[src/rtl/uart_baud_gen_if.sv]
// uart_baud_gen_if: start/stop handshake and strobe outputs of the baud generator.
//   tx_start  master->slave  start request
//   tx_done   master->slave  stop request
//   busy      slave->master  high while the generator runs
//   os_tick   slave->master  one pulse per oversample period
//   bps_clk   slave->master  one pulse per bit (oversample index 0)
//   mid_tick  slave->master  one pulse at the bit centre
interface uart_baud_gen_if;
    logic tx_start;
    logic tx_done;
    logic busy;
    logic os_tick;
    logic bps_clk;
    logic mid_tick;

    modport master (
        output tx_start, tx_done,
        input  busy, os_tick, bps_clk, mid_tick
    );

    modport slave (
        input  tx_start, tx_done,
        output busy, os_tick, bps_clk, mid_tick
    );
endinterface

[src/rtl/uart_baud_gen.sv]
// uart_baud_gen: baud-rate strobe generator for the UART TX serialiser and RX sampler.
// Ports:
//   clk    system clock
//   rst_n  asynchronous active-low reset
//   bus    uart_baud_gen_if.slave (tx_start, tx_done in; busy, os_tick, bps_clk, mid_tick out)
// Parameters: CLK_FREQUENCE (Hz), BAUD_RATE (baud), OVERSAMPLE (1, 8 or 16).
// Build option: define BAUD_FRAC_EN to add the fractional error accumulator that
// stretches some periods by one clock so the long-term rate is exact.
module uart_baud_gen #(
    parameter int unsigned CLK_FREQUENCE = 50_000_000,
    parameter int unsigned BAUD_RATE     = 9600,
    parameter int unsigned OVERSAMPLE    = 1
) (
    input  logic            clk,
    input  logic            rst_n,
    uart_baud_gen_if.slave  bus
);
    localparam int unsigned DEN     = BAUD_RATE * OVERSAMPLE;
    localparam int unsigned DIV_INT = CLK_FREQUENCE / DEN;
    localparam int unsigned CNT_WD  = $clog2(DIV_INT + 1);
    localparam int unsigned IDX_WD  = (OVERSAMPLE > 1) ? $clog2(OVERSAMPLE) : 1;
    localparam int unsigned MID_IDX = OVERSAMPLE / 2;
`ifdef BAUD_FRAC_EN
    localparam int unsigned REM     = CLK_FREQUENCE - DIV_INT * DEN;
    localparam int unsigned ERR_WD  = $clog2(DEN);
    localparam int unsigned SUM_WD  = ERR_WD + 1;
`endif

    // Reject configurations that cannot produce a meaningful period.
    generate
        if (DIV_INT < 2) begin : g_bad_div
            $error("uart_baud_gen: CLK_FREQUENCE/(BAUD_RATE*OVERSAMPLE) must be at least 2");
        end
        if (OVERSAMPLE != 1 && OVERSAMPLE != 8 && OVERSAMPLE != 16) begin : g_bad_os
            $error("uart_baud_gen: OVERSAMPLE must be 1, 8 or 16");
        end
    endgenerate

    typedef enum logic {
        IDLE = 1'b0,
        RUN  = 1'b1
    } state_t;

    state_t              r_state;
    state_t              w_state_nxt;
    logic [CNT_WD-1:0]   r_count;
    logic [CNT_WD-1:0]   w_count_nxt;
    logic [IDX_WD-1:0]   r_os_idx;
    logic [IDX_WD-1:0]   w_os_idx_nxt;
    logic                r_os_tick;
    logic                w_os_tick_nxt;
    logic                r_bps_clk;
    logic                w_bps_clk_nxt;
    logic                r_mid_tick;
    logic                w_mid_tick_nxt;
    logic                w_last;
`ifdef BAUD_FRAC_EN
    logic [SUM_WD-1:0]   r_err;
    logic [SUM_WD-1:0]   w_err_nxt;
    logic [SUM_WD-1:0]   w_err_sum;
    logic                r_long;
    logic                w_long_nxt;
`endif

    // State and datapath registers.
    always_ff @(posedge clk or negedge rst_n) begin
        if (!rst_n) begin
            r_state    <= IDLE;
            r_count    <= '0;
            r_os_idx   <= '0;
            r_os_tick  <= 1'b0;
            r_bps_clk  <= 1'b0;
            r_mid_tick <= 1'b0;
`ifdef BAUD_FRAC_EN
            r_err      <= '0;
            r_long     <= 1'b0;
`endif
        end else begin
            r_state    <= w_state_nxt;
            r_count    <= w_count_nxt;
            r_os_idx   <= w_os_idx_nxt;
            r_os_tick  <= w_os_tick_nxt;
            r_bps_clk  <= w_bps_clk_nxt;
            r_mid_tick <= w_mid_tick_nxt;
`ifdef BAUD_FRAC_EN
            r_err      <= w_err_nxt;
            r_long     <= w_long_nxt;
`endif
        end
    end

    // Next-state, period counter and strobe decode; everything clears in IDLE.
    always_comb begin
        w_state_nxt    = r_state;
        w_count_nxt    = '0;
        w_os_idx_nxt   = '0;
        w_os_tick_nxt  = 1'b0;
        w_bps_clk_nxt  = 1'b0;
        w_mid_tick_nxt = 1'b0;
        w_last         = 1'b0;
`ifdef BAUD_FRAC_EN
        w_err_nxt      = '0;
        w_long_nxt     = 1'b0;
        w_err_sum      = r_err + SUM_WD'(REM);
`endif
        case (r_state)
            IDLE: begin
                if (bus.tx_start) w_state_nxt = RUN;
            end
            RUN: begin
                if (bus.tx_done) w_state_nxt = IDLE;
                w_os_tick_nxt  = (r_count == CNT_WD'(1));
                w_bps_clk_nxt  = (r_count == CNT_WD'(1)) && (r_os_idx == '0);
                w_mid_tick_nxt = (r_count == CNT_WD'(1)) && (r_os_idx == IDX_WD'(MID_IDX));
`ifdef BAUD_FRAC_EN
                // Period length is decided at count 0 and held in r_long for the rest of it.
                w_err_nxt  = r_err;
                w_long_nxt = r_long;
                if (r_count == '0) begin
                    if (w_err_sum >= SUM_WD'(DEN)) begin
                        w_long_nxt = 1'b1;
                        w_err_nxt  = w_err_sum - SUM_WD'(DEN);
                    end else begin
                        w_long_nxt = 1'b0;
                        w_err_nxt  = w_err_sum;
                    end
                end
                w_last = (r_count == (w_long_nxt ? CNT_WD'(DIV_INT) : CNT_WD'(DIV_INT - 1)));
`else
                w_last = (r_count == CNT_WD'(DIV_INT - 1));
`endif
                if (w_last) begin
                    w_count_nxt  = '0;
                    w_os_idx_nxt = (r_os_idx == IDX_WD'(OVERSAMPLE - 1)) ? '0 : r_os_idx + IDX_WD'(1);
                end else begin
                    w_count_nxt  = r_count + CNT_WD'(1);
                    w_os_idx_nxt = r_os_idx;
                end
            end
            default: w_state_nxt = IDLE;
        endcase
    end

    assign bus.busy     = (r_state == RUN);
    assign bus.os_tick  = r_os_tick;
    assign bus.bps_clk  = r_bps_clk;
    assign bus.mid_tick = r_mid_tick;
endmodule

[src/flat_wrapper.sv]
// flat-port wrapper written by rule: the top's interface ports become plain ports
module uart_baud_gen_flat 
#(
    parameter int unsigned CLK_FREQUENCE = 50_000_000,
    parameter int unsigned BAUD_RATE     = 9600,
    parameter int unsigned OVERSAMPLE    = 1
)
  (clk, rst_n, bus_tx_start, bus_tx_done, bus_busy, bus_os_tick, bus_bps_clk, bus_mid_tick);
  uart_baud_gen_if bus_i ();
  input  logic clk;
  input  logic rst_n;
  input wire logic [$bits(bus_i.tx_start)-1:0] bus_tx_start;
  input wire logic [$bits(bus_i.tx_done)-1:0] bus_tx_done;
  output wire logic [$bits(bus_i.busy)-1:0] bus_busy;
  output wire logic [$bits(bus_i.os_tick)-1:0] bus_os_tick;
  output wire logic [$bits(bus_i.bps_clk)-1:0] bus_bps_clk;
  output wire logic [$bits(bus_i.mid_tick)-1:0] bus_mid_tick;
  assign bus_i.tx_start = bus_tx_start;
  assign bus_i.tx_done = bus_tx_done;
  assign bus_busy = bus_i.busy;
  assign bus_os_tick = bus_i.os_tick;
  assign bus_bps_clk = bus_i.bps_clk;
  assign bus_mid_tick = bus_i.mid_tick;
  uart_baud_gen #(.CLK_FREQUENCE(CLK_FREQUENCE), .BAUD_RATE(BAUD_RATE), .OVERSAMPLE(OVERSAMPLE)) u_core (.clk(clk), .rst_n(rst_n), .bus(bus_i));
endmodule
[config.mk]
export PLATFORM = sky130hd
export DESIGN_NAME = uart_baud_gen_flat
export DESIGN_NICKNAME = d
export VERILOG_FILES = /design/src/rtl/uart_baud_gen_if.sv /design/src/rtl/uart_baud_gen.sv /design/src/flat_wrapper.sv
export SDC_FILE = /design/constraint.sdc
export NUM_CORES = 1
export LEC_CHECK = 0
export BUFFER_PORTS_ARGS = -buffer_cell sky130_fd_sc_hd__buf_2
export CORE_MARGIN = 2
export CORE_UTILIZATION = 35
export CTS_CLUSTER_DIAMETER = 80
export CTS_CLUSTER_SIZE = 24
export DETAILED_ROUTE_END_ITERATION = 12
export HOLD_SLACK_MARGIN = 0.08
export PLACE_DENSITY = 0.59
export RECOVER_POWER = 50
export SYNTH_ARGS = -nofsm -noshare
export SYNTH_HDL_FRONTEND = slang
export SYNTH_SLANG_ARGS = --single-unit
[constraint.sdc]
create_clock -name clk -period 2.61 [get_ports clk]
set_input_delay 0.522 -clock clk [delete_from_list [all_inputs] [get_ports clk]]
set_output_delay 0.522 -clock clk [all_outputs]
set_load 0.02 [all_outputs]
==> results of run 1 <==
==> how the worst max path moves through the flow <==
stage | slack, ns | cells after the start | to
2_1_floorplan | 0.99 | 4 | u_core.r_count[10]
3_3_place_gp | 0.76 | 3 | u_core.r_count[7]
3_5_place_dp | 0.71 | 3 | u_core.r_count[11]
4_1_cts | 0.71 | 3 | u_core.r_count[10]
5_1_grt | 0.60 | 3 | u_core.r_count[12]
6_report | 0.70 | 3 | u_core.r_count[11]
==> registers in the layout, indices dropped and copies added, names as in the netlist <==
signal / count
u_core.bus.busy: 1
u_core.bus.bps_clk: 1
u_core.r_count: 13
==> power by group <==
group / switching (W) / total (W) / leakage, nW / internal [W]
combinational: 0.0000400 / 0.0000628 / 0.112 / 0.0000228
sequential: 0.0000155 / 0.000260 / 0.205 / 0.000245
clock: 0.0000772 / 0.000134 / 0.0177 / 0.0000569
total: 0.000133 / 0.000457 / 0.335 / 0.000324
==> final cells by class <==
type	instances	share of cell area, %
tap	28	4.204
inverter	3	1.351
timing repair buffer	7	4.054
clock inverter	1	0.6006
clock buffer	3	2.703
sequential	15	45.05
multi-input combinational	55	42.04
==> placed cells by master (no fill, tap or decap), types with 2 or more instances in the layout <==
cell type	count
dfrtp_1	15
buf_2	6
or3_1	4
nor2_1	6
o21ai_0	5
a21oi_1	8
xor2_1	2
nand2_1	4
nor3_1	2
clkbuf_4	3
or4_1	4
nand3_1	5
o31ai_1	4
nand4_1	5
ha_1	2
inv_1	3
==> critical path: stages, from the launching register on <==
cell	delay, ns
dfrtp_1	0.42
or4_4	0.56
o41ai_4	0.67
a21oi_1	0.12
==> kinds of logic after synthesis <==
family	Yosys count
buffers and inverters	8
flip-flops	15
AO/OA/AOI/OAI	18
XOR/XNOR	3
AND/OR/NAND/NOR	32
adder cells (fa/ha/maj)	2
==> stage by stage <==
step	instances	hold WS, ns	power, W	util, %
after global routing	112	0.3575	0.0004905	38.79
after detailed placement	108	0.4474	0.0003294	37.57
after CTS	112	0.1216	0.0004653	38.85
after global placement	108	0.4468	0.0003283	37.57
final	112	0.2902	0.0004571	38.79
after floorplan	78	0.2264	0.0003180	-
==> layer usage <==
layer / part of all wire, % / vias up / wire (µm)
met5: 0 / - / 0
met4: 0.64 / 0 / 9
met3: 4.0 / 2 / 56
met2: 44 / 12 / 626
met1: 51 / 277 / 715
li1: - / 303 / -
==> reports/metrics.cfg, run 1 <==
[global_routing]
grt_max_degree = 16
grtUsageMet3_pct = 5.263
antenna_found_initial = 0
top_usage_layer = met2
met1_usage_pct = 17.42
grt_util_met2_pct = 19.05
grtUsageTotal_pct = 13.17
grt_pass1_vias = 552
gr-total-overflow = 0
grt_pass1_wl_um = 2504

[timing]
fin_skew_ns = 0.008260
final.setup.tns_ns = 0
timing.final.crit_share_pct = 73.33
finalWorstSetupSlack_ns = 0.6961
relSlewSlack_pct = 46.32
worstMarginPinSlew_ns = 0.8052
rsz0062_at_grt = no
hold_violations = 0
slew_viol_final = 0
setup_viol = 0
period_minus_slack_ns = 1.914
fmax_mhz = 522.5

[critical_path]
crit_type = reg -> reg
startpoint = u_core.r_count[11]
critPathCaptureType = flop
start_kind = flop
worstRegToRegCells = 3
required_ns = 2.75
r2r_end = u_core.r_count[11]
reg2reg_from = u_core.r_count[11]
critical_path_arrival_ns = 2.06
crit_fanout = 11
rrSetupSlack_ns = 0.70

[detailed_routing]
wl_per_cell_um = 12.57
first_iter_violations = 23
vias_per_cell = 5.304
vias = 594
routed_wl_um = 1408
drt-pass1-iter-count = 4
final_antenna_net_count = 0
drc = 0

[synthesis]
synthTopCellsByCount = dfrtp_1, a21oi_1, nor2_1
syn_inst = 78
synth_seq_cells = 15
synthMuxAreaShare_pct = 0
synth.yosys.warnings = 0
synthFlopType = dfrtp_1
synthArstFlopShare_pct = 100.0
synth_top_area_share_pct = 48.15
synthXorXnorAreaFrac_pct = 3.371
synthesis.nets = 84
seq_area_frac_synth_pct = 48.15
synthSimpleGateAreaFrac_pct = 22.63
avgSynthCellArea_um2 = 9.994
synthTopCellsByArea = dfrtp_1, a21oi_1, nand4_1
synthDistinctLibCells = 21
synth_adder_area_share_pct = 3.210
synth_edf_count = 0
netlist_area_um2 = 779.5
synth_compound_area_share_pct = 15.73
synth_top_family_by_area = simple AND/OR/NAND/NOR gates
yosysTopAreaCell = dfrtp_1
synth_most_common_cell = dfrtp_1

[clocking]
numCtsBuffers = 3
cts_hold_buf = 0
postCtsSetupRepairBufs = 0
clock_sinks = 15
cts_max_level = 1
clk_latency_ns = 0.28
cts_tree = done
clk_pin_slew_ns = 0.10
cts_root_buf = clkbuf_4
clk_path_buf_depth = 2
cts_resized = 0

[floorplan]
die_y_um = 51.19
fp.dieW_um = 51.19
die-area_mm2 = 0.002620
ioPinCount = 8
rows = 17
core-area_mm2 = 0.002148
start_util_pct = 36.28

[cells_and_area]
area_delta_synth_final_pct = 6.902
fill_cells = 209
diodes = 0
regArea_um2 = 375.4
nets = 91
final_area_um2 = 833.3
drive_gt1_share_pct = 15.48
multi_input_area_um2 = 350.3

[placed_design]
dp_slack_ns = 0.7123
gp_congestion = 0.7850
dpl.hpwl_um = 1028
io_buffers = 7
dpl_cell_area_um2 = 807.0

[hold_path]
hold_path.class = in -> async

[flow_run]
max_cap_viol_count = 0

[pwr]
cellLeakagePower_nw = 0.3349
ir_worst_vdd_uv = 222.6
power-per-cell-area_mw_per_mm2 = 548.5

[status]
outcome = complete, no violations

Power figures use the tool's default switching activity.
==> run 2: changes to the inputs <==
Settings changed: PLACE_DENSITY 0.59 to 0.61.
Clock period 2.61 ns to 1.7 ns, I/O delays scaled along.
==> reports/metrics.cfg, run 2 (synthesis gave the netlist of run 1 again) <==
[critical_path]
max_stage_delay_ns = 0.56  ; -0.11 ns
critical_path_arrival_ns = 1.72  ; -0.34 ns
required_ns = 1.86  ; -0.89 ns
crit_fanout = 7  ; -4
crit_type = reg -> reg
critPathCaptureType = flop
start_kind = flop
crit_chain = or4_4 > o41ai_4 > buf_4 > a21oi_1
cp_slowest_cell = or4_4

[detailed_routing]
routed_wl_um = 1563  ; +11%
final_antenna_net_count = 0  ; unchanged
wl_per_cell_um = 12.92  ; +2.8%
vias = 636  ; +7.1%
first_iter_violations = 30  ; +30%
drt-pass1-iter-count = 4  ; unchanged
drc = 0  ; unchanged
vias_per_cell = 5.256  ; -0.89%

[timing]
hold_violations = 0  ; unchanged
timing.final.crit_share_pct = 91.88  ; +19 points
fmax_mhz = 640.2  ; +23%
worstMarginPinSlew_ns = 0.8151  ; +0.009875 ns
fin_skew_ns = 0.002438  ; -0.005822 ns
rsz0062_at_grt = no
final.setup.tns_ns = 0  ; unchanged
finalWorstSetupSlack_ns = 0.1380  ; -0.5580 ns
relSlewSlack_pct = 45.66  ; -0.66 points
setup_viol = 0  ; unchanged
period_minus_slack_ns = 1.562  ; -0.3520 ns
slew_viol_final = 0  ; unchanged

[pwr]
power-per-cell-area_mw_per_mm2 = 785.6  ; +43%
cellLeakagePower_nw = 0.3772  ; +13%
ir_worst_vdd_uv = 679.3  ; +210%
power_w = 0.0007087  ; +55%

[clocking]
postCtsSetupRepairBufs = 0  ; unchanged
cts_resized = 0  ; unchanged
clk_latency_ns = 0.28  ; about the same
clk_pin_slew_ns = 0.09  ; about the same
clk_path_buf_depth = 2  ; unchanged
numCtsBuffers = 3  ; unchanged
cts_root_buf = clkbuf_4
cts_tree = done
clock_sinks = 15  ; unchanged
cts_max_level = 1  ; unchanged

[floorplan]
rows = 17  ; unchanged
core-area_mm2 = 0.002148  ; unchanged
ioPinCount = 8  ; unchanged
die_y_um = 51.19  ; unchanged
die-area_mm2 = 0.002620  ; unchanged
start_util_pct = 36.28  ; unchanged
fp.dieW_um = 51.19  ; unchanged

[cells_and_area]
diodes = 0  ; unchanged
layout_commonest_cell = dfrtp_1
drive_gt1_share_pct = 21.51  ; +6.0 points
mostFrequentLayoutCells = dfrtp_1, a21oi_1, buf_4
nets = 100  ; +9.9%
largest_register = u_core.r_count
area_delta_synth_final_pct = 15.73
final_area_um2 = 902.1  ; +8.3%
largest_reg_flops = 13  ; unchanged
post-route-util_pct = 41.99  ; +3.2 points

[global_routing]
grt_max_degree = 16  ; unchanged
grtUsageTotal_pct = 13.83  ; +0.66 points
grt_pass1_vias = 587  ; +6.3%
antenna_found_initial = 0  ; unchanged
grt_pass1_wl_um = 2697  ; +7.7%
gr-total-overflow = 0  ; unchanged

[flow_run]
max_cap_viol_count = 0  ; unchanged

[placed_design]
gp_congestion = 0.7866  ; +0.20%
dp_slack_ns = 0.03734  ; -0.6750 ns
dpl.hpwl_um = 1120  ; +8.9%
io_buffers = 7  ; unchanged
dpl_cell_area_um2 = 867.1  ; +7.4%

[hold_path]
hold_path.class = in -> reg

[status]
outcome = complete, no violations

run 2: cell types whose count changed in the layout (fill, tap and decap cells not counted), sizes merged:
cell         before  now
clkbuf            4    5
clkinv            1    0
buf               6   14
dlygate4sd3       0    1
run 2: final timing paths:
kind	slack, ns	cells past startpoint	startpoint	to
max	0.14	4	u_core.r_count[11]	u_core.r_count[11]
min	0.23	2	bus_tx_done	u_core.bus.busy
max reg2reg	0.14	4	u_core.r_count[11]	u_core.r_count[11]
min reg2reg	0.53	1	u_core.r_count[0]	u_core.r_count[0]
max in group asynchronous	0.54	2	rst_n	u_core.r_count[2]
min in group asynchronous	0.66	2	rst_n	u_core.r_count[8]
run 2: layer usage:
| metal | GRT usage (%) | share of wire, % | vias to the layer above |
|---|---|---|---|
| li1 | - | - | 314 |
| met1 | 18.99 | 48 | 303 |
| met2 | 20.78 | 45 | 17 |
| met3 | 5.263 | 5.7 | 2 |
| met4 | 2.703 | 0.64 | 0 |
| met5 | 0 | 0 | - |
run 2: through the flow:
stage                     instances  hold slack [ns]
after detailed placement        116           0.2645
after global routing            121           0.2251
final                           121           0.2350
after global placement          116           0.2644
after CTS                       121           0.2224
after floorplan                  78          0.04441
run 2: worst max-delay path: cells and delay by family (launching register included):
family	cells	cell delay, ns
simple gates	1	0.56
flops	1	0.40
compound gates	2	0.29
buf+inv	1	0.20
run 2: layout make-up:
type                            instances  area [µm²]
Timing Repair Buffer                   16       103.9
Tap cell                               28       35.03
Clock buffer                            4       26.28
Inverter                                3       11.26
Sequential cell                        15       375.4
Fill cell                             214        1246
Multi-Input combinational cell         55       350.3
run 2: what timing repair did:
| action | 4_1_cts | 5_1_grt |
|---|---|---|
| hold endpoints to repair | 15 | 0 |
| setup endpoints to repair | 0 | 11 |
| hold buffers | 1 | 0 |
run 2: power breakdown:
group / total, W / switching, W / internal (W)
clock network: 0.000200 / 0.000109 / 0.0000911
logic: 0.000108 / 0.0000638 / 0.0000441
registers: 0.000400 / 0.0000247 / 0.000376
total: 0.000709 / 0.000198 / 0.000511
